**src/rtl/count_capture.sv**
```systemverilog
// Event-timestamp capture: a synchronized rising edge on evt_in pushes the
// current cnt_in value into a first-word-fall-through FIFO.
module count_capture #(
  parameter int N     = 4,
  parameter int DEPTH = 4
) (
  input  logic                     clk,
  input  logic                     rst_n,
  input  logic [N-1:0]             cnt_in,
  input  logic                     evt_in,
  output logic [N-1:0]             cap_data,
  output logic                     cap_valid,
  input  logic                     cap_ready,
  output logic [$clog2(DEPTH):0]   level,
  output logic                     ovf,
  input  logic                     ovf_clr
);

  localparam int AW = $clog2(DEPTH);
  localparam int LW = AW + 1;

  logic          s1_q, s1_d;
  logic          s2_q, s2_d;
  logic          s3_q, s3_d;
  logic [AW-1:0] wr_ptr_q, wr_ptr_d;
  logic [AW-1:0] rd_ptr_q, rd_ptr_d;
  logic [LW-1:0] level_q, level_d;
  logic          ovf_q, ovf_d;
  logic [N-1:0]  mem_q [DEPTH];

  logic evt_rise;
  logic full;
  logic pop;
  logic do_push;
  logic drop;

  always_comb begin
    s1_d     = evt_in;
    s2_d     = s1_q;
    s3_d     = s2_q;
    evt_rise = s2_q & ~s3_q;

    full     = (level_q == LW'(DEPTH));
    pop      = (level_q != '0) & cap_ready;
    // A full FIFO still accepts a push when the head leaves on the same edge.
    do_push  = evt_rise & (~full | pop);
    drop     = evt_rise & full & ~pop;

    wr_ptr_d = do_push ? wr_ptr_q + AW'(1) : wr_ptr_q;
    rd_ptr_d = pop     ? rd_ptr_q + AW'(1) : rd_ptr_q;

    level_d = level_q;
    unique case ({do_push, pop})
      2'b10:   level_d = level_q + LW'(1);
      2'b01:   level_d = level_q - LW'(1);
      default: level_d = level_q;
    endcase

    ovf_d = ovf_q;
    if (drop) begin
      ovf_d = 1'b1;
    end else if (ovf_clr) begin
      ovf_d = 1'b0;
    end
  end

  always_ff @(posedge clk or negedge rst_n) begin
    if (!rst_n) begin
      s1_q     <= 1'b0;
      s2_q     <= 1'b0;
      s3_q     <= 1'b0;
      wr_ptr_q <= '0;
      rd_ptr_q <= '0;
      level_q  <= '0;
      ovf_q    <= 1'b0;
    end else begin
      s1_q     <= s1_d;
      s2_q     <= s2_d;
      s3_q     <= s3_d;
      wr_ptr_q <= wr_ptr_d;
      rd_ptr_q <= rd_ptr_d;
      level_q  <= level_d;
      ovf_q    <= ovf_d;
    end
  end

  // Storage needs no reset: contents are only observed while level is non-zero.
  always_ff @(posedge clk) begin
    if (do_push) begin
      mem_q[wr_ptr_q] <= cnt_in;
    end
  end

  assign cap_data  = mem_q[rd_ptr_q];
  assign cap_valid = (level_q != '0);
  assign level     = level_q;
  assign ovf       = ovf_q;

endmodule

```
**config.mk**
```make
export PLATFORM = sky130hd
export DESIGN_NAME = count_capture
export DESIGN_NICKNAME = d
export VERILOG_FILES = /design/src/rtl/count_capture.sv
export SDC_FILE = /design/constraint.sdc
export NUM_CORES = 1
export LEC_CHECK = 0
export BUFFER_PORTS_ARGS = -buffer_cell sky130_fd_sc_hd__buf_2
export CAP_MARGIN = 20
export CORE_MARGIN = 5
export CORE_UTILIZATION = 35
export DETAILED_ROUTE_END_ITERATION = 10
export PLACE_DENSITY = 0.58
export SYNTH_ARGS = -nofsm -noshare
export SYNTH_HDL_FRONTEND = slang
export SYNTH_SLANG_ARGS = --single-unit
```
**constraint.sdc**
```tcl
create_clock -name clk -period 1.6 [get_ports clk]
set_clock_uncertainty 0.1 [all_clocks]
set_input_delay 0.16 -clock clk [delete_from_list [all_inputs] [get_ports clk]]
set_output_delay 0.16 -clock clk [all_outputs]
set_load 0.01 [all_outputs]
```
; ---- Word-level counts from Yosys, hierarchy flattened
; Memories as Yosys holds them, arrays and structs flattened.
; Index checks and enable logic that the tools add are counted.
[op_classes]
addsub = 4
eq_ne = 3
mux = 5
n_bitwise = 9
reduce_logical = 3
[op_table]
columns = operator, n
row1 = 3-bit one-hot mux with 2 select lines, 1
row2 = 1-bit bitwise AND, 5
row3 = 2-bit by 1-bit adder with 2-bit output (second input constant), 2
row4 = 1-bit two-way mux, 4
row5 = 2-bit nonzero test, 2
row6 = 3-bit by 1-bit adder with 3-bit output (second input constant), 1
row7 = 3-bit equality test (second input constant), 1
row8 = 1-bit NOT, 3
row9 = 3-bit nonzero test, 1
row10 = 3-bit by 1-bit subtractor with 3-bit output (second input constant), 1
row11 = 2-bit by 1-bit equality test with 1-bit output (second input constant), 1
row12 = 2-bit equality test (second input constant), 1
row13 = 1-bit bitwise OR, 1
[word_totals]
reg_bits = 11
mem_bits_rw = 16
in_bits = 9
elab_cells = 32
mem_count = 1
[mem_list]
columns = memory, words, word_bits, read_ports, rd_clocked_by_memory_dff, write_ports, line_no
row1 = mem_q, 4, 4, 1, 0, 1, 29  ; logic [N-1:0] mem_q [DEPTH];

; ---- Logic depth before layout (Yosys ltp)
[logic_depth]
word_depth = 6
depth_mapped = 8

; ---- Worst setup path before layout
; OpenSTA, ideal clock, no wires.
[synth_path]
path_type = register to register
from = register level_q[0] (netlist: level[0])
to = register level_q[1] (netlist: level[1])
t_arrival_ns = 1.552
required_time_ns = 1.423
path_slack_ns = -0.129
path_stages_with_launch = 6
cell_sequence = dfrtp_1 -> o31a_2 -> nand2_1 -> fa_1 -> a21boi_0 -> a21oi_1
[synth_via]
elab_chain_cells = 6
word_cells_on_any_way = 12
[synth_rtl]
columns = element, line_no
row1 = start: declaration, 27  ; logic [LW-1:0] level_q, level_d;
row2 = start signal: assignment, 82  ; level_q <= level_d;
row3 = 3-bit nonzero test / 3-bit equality test (equally long branches), "44, 43"
row4 = 1-bit bitwise AND / 1-bit NOT (equally long branches), "44, 46"
row5 = 1-bit bitwise OR, 46  ; do_push = evt_rise & (~full | pop);
row6 = 1-bit bitwise AND, 46
row7 = 2-bit by 1-bit equality test with 1-bit output / 2-bit equality test (equally long branches), 53  ; unique case ({do_push, pop})
row8 = 3-bit one-hot mux with 2 select lines / 2-bit nonzero test (equally long branches), --
; Parallel ways exist; a longest one is shown, timed or not.
; A chain may end at the register's enable or synchronous reset.

; ---- Worst setup path in the final report
[layout_path]
from = register rd_ptr_q[0]
to = output cap_data[0]
[layout_via]
elab_chain_cells = 1
[layout_rtl]
columns = element, line_no
row1 = start: declaration, 26  ; logic [AW-1:0] rd_ptr_q, rd_ptr_d;
row2 = start signal: assignment, 81  ; rd_ptr_q <= rd_ptr_d;
row3 = memory 4 x 4 bit, --
row4 = end: declaration, 11  ; output logic [N-1:0] cap_data,
; No other way between the ends.

==> key figures <==
Status
  • Status: finished with violations
  • Failing checks: setup timing

Timing
  • Fmax: 573 MHz
  • Clock period minus worst slack: 1.75 ns
  • Final hold vios: 0
  • Setup ws final: -0.146 ns
  • RSZ-0062 raised after global routing: yes
  • TNS Setup: -1.31 ns
  • Tightest Pin Transition: 0.255 ns
  • Slew Limit Fails: 0
  • Worst relative slew slack: 83.0%
  • Final period util: 109%
  • Final setup vio count: 23

CTS
  • Clock sink total: 27
  • CTS tree: done
  • CTS root buffer: clkbuf_4
  • Max clock buf depth: 2
  • Total CTS buffers: 3
  • H-Tree Depth: 1
  • Clock latency on the worst-skew pair: 0.33 ns
  • CTS clk-pin slew, worst paths: 0.16 ns

Critical path
  • Crit-path max FO: 5
  • Critical Path RT: 1.34 ns
  • FF-to-FF Start: level[2]
  • CP Class: reg -> out
  • Worst Reg2Reg Path Length in Cells: 5
  • CP Data Arrival Time: 1.49 ns
  • R2R setup slack: -0.13 ns
  • Worst Setup End Kind: primary output
  • Crit path launch: rd_ptr_q[0]
  • CP startpoint kind: register
  • Reg-to-Reg End: level[1]

Power and ir drop
  • Worst VDD drop: 522 uV
  • Leakage: 0.671 nW
  • PnR Total Power: 2.50 mW
  • Cell Pwr Density: 1550 nW/um^2

GRT
  • Gr usage total: 10.6%
  • First-pass GRT wire length: 3500 um
  • Largest net degree at the start of global routing: 18
  • Vias in the first global route: 728
  • Grt total ovfl: 0
  • Initial antenna violation count: 0

Placement
  • Cell Count Post-Placement: 145
  • Placed cell area: 1380 um^2
  • Placer Congestion: 0.780
  • Final HPWL DP: 1470 um
  • IO buf count: 17

Finish
  • Post-Layout Cell Count: 162
  • Layout area overhead: 37.8%
  • Nets@finish: 131
  • Most frequent cells in the layout: 16 x edfxtp_1, 12 x buf_2, 10 x buf_6
  • Design Area, Final: 1610 um^2
  • Most common cell after layout, fill and taps aside: edfxtp_1
  • Share of post-route cells with drive strength above 1: 49.1%
  • Utilization after layout: 49.0%
  • Diode count: 0

Drt
  • Vias: 728
  • Vias per std cell: 4.49
  • Routed Antenna Nets: 0
  • WL final: 2170 um
  • DR iter-0 viols: 19
  • Router iterations before antenna repair: 2
  • DR WL/cell: 13.4 um
  • Remaining DRCs: 0

Synth
  • Post-Syn Area per Cell: 15.4 um^2
  • Post-synthesis register bit count: 27
  • Netlist Area Pre-Place: 1170 um^2
  • Post-synthesis sequential area ratio: 64.7%
  • Post-Syn Instances: 76
  • Synth Net Count: 90
  • Yosys warnings: 0
  • Synth unique cells: 23

Job
  • Max Cap Violations: 0

Die
  • Row cnt: 21
  • Die width: 67.8 um
  • CORE AREA: 3280 um^2
  • Die area: 4590 um^2
  • Starting Density: 35.5%
  • Io pins: 18
  • Die Height: 67.8 um

Worst hold path
  • Worst hold-check path type: in -> async
[sequential cells by signal (all words and copies together), names as in the netlist]
| signal | cells |
|---|---|
| level | 3 |
| mem_q | 16 |
| ovf | 1 |
| rd_ptr_q | 2 |
| s1_q | 1 |
| s2_q | 1 |
| s3_q | 1 |
| wr_ptr_q | 2 |
[final cells by class]
cell class | instances | area, um^2
clock buffer | 3 | 22.5
clock inverter | 1 | 8.76
fill | 297 | 1680
inverter | 7 | 26.3
multi-input combinational | 40 | 423
sequential | 27 | 761
tap | 46 | 57.6
timing repair buffer | 38 | 310
[worst max-delay path by stage]
stage | endpoint | slack (ns) | cells past startpoint
2_1_floorplan | level[1] | -0.08 | 5
3_3_place_gp | level[1] | -0.07 | 5
3_5_place_dp | level[1] | -0.06 | 5
4_1_cts | cap_data[0] | -0.17 | 2
5_1_grt | cap_data[2] | -0.22 | 2
6_report | cap_data[0] | -0.15 | 2
[through the flow]
stage / hold slack [ns] / worst slack, ns
5_1_grt: 0.104 / -0.224
4_1_cts: 0.103 / -0.175
6_report: 0.102 / -0.146
3_5_place_dp: -0.0526 / -0.0649
2_1_floorplan: -0.236 / -0.0846
3_3_place_gp: -0.0561 / -0.0727
[critical path, cell delays in order, from the launching register on]
cell,delay [ns]
dfrtp_2,0.49
mux4_2,0.53
buf_6,0.14
[repair_timing]
item                                   in CTS  in global routing
pin swaps                                   5                  4
endpoints found under the hold margin      29                  0
resized for setup                          12                  8
hold buffers                                7                  0
setup buffers                               4                  2
setup endpoints to repair                  25                 25
[cell usage after synthesis]
| cell | number | area share, % |
|---|---|---|
| nand2b_1 | 1 | 0.54 |
| edfxtp_1 | 16 | 41 |
| and2_1 | 4 | 2.1 |
| a21boi_0 | 1 | 0.64 |
| nand3b_1 | 1 | 0.64 |
| inv_1 | 7 | 2.3 |
| o21ai_1 | 1 | 0.43 |
| o221ai_1 | 2 | 1.5 |
| xor2_1 | 2 | 1.5 |
| mux4_2 | 4 | 7.7 |
| a21oi_1 | 2 | 0.86 |
| o22ai_1 | 2 | 1.1 |
| nand2_1 | 6 | 1.9 |
| or3_2 | 1 | 0.64 |
| o31a_2 | 1 | 0.86 |
| nor2_1 | 1 | 0.32 |
| nor2b_4 | 1 | 1.2 |
| or4b_4 | 1 | 1.2 |
| dfrtp_1 | 11 | 24 |
| ha_1 | 4 | 4.3 |
| xnor2_1 | 4 | 3.0 |
| buf_2 | 2 | 0.86 |
| fa_1 | 1 | 1.7 |
[cell families after synthesis]
kind of cell	count (synthesis)	share of synthesized area, %
xor+xnor	6	4.50
flops	27	64.7
buf+inv	9	3.11
fa+ha+maj	5	6.00
mux	4	7.72
simple gates	16	8.57
compound gates	9	5.36
[where the power goes]
group	switching (mW)	internal, mW	leakage [nW]
clock	0.215	0.102	0.0183
sequential	0.148	0.892	0.273
combinational	0.462	0.677	0.380
[layer usage]
metal  track usage [%]  wire, um
met3              2.50        45
met1              13.2       986
met4              4.56        19
met5                 0         0
met2              17.5      1120
Power figures use the tool's default switching activity.
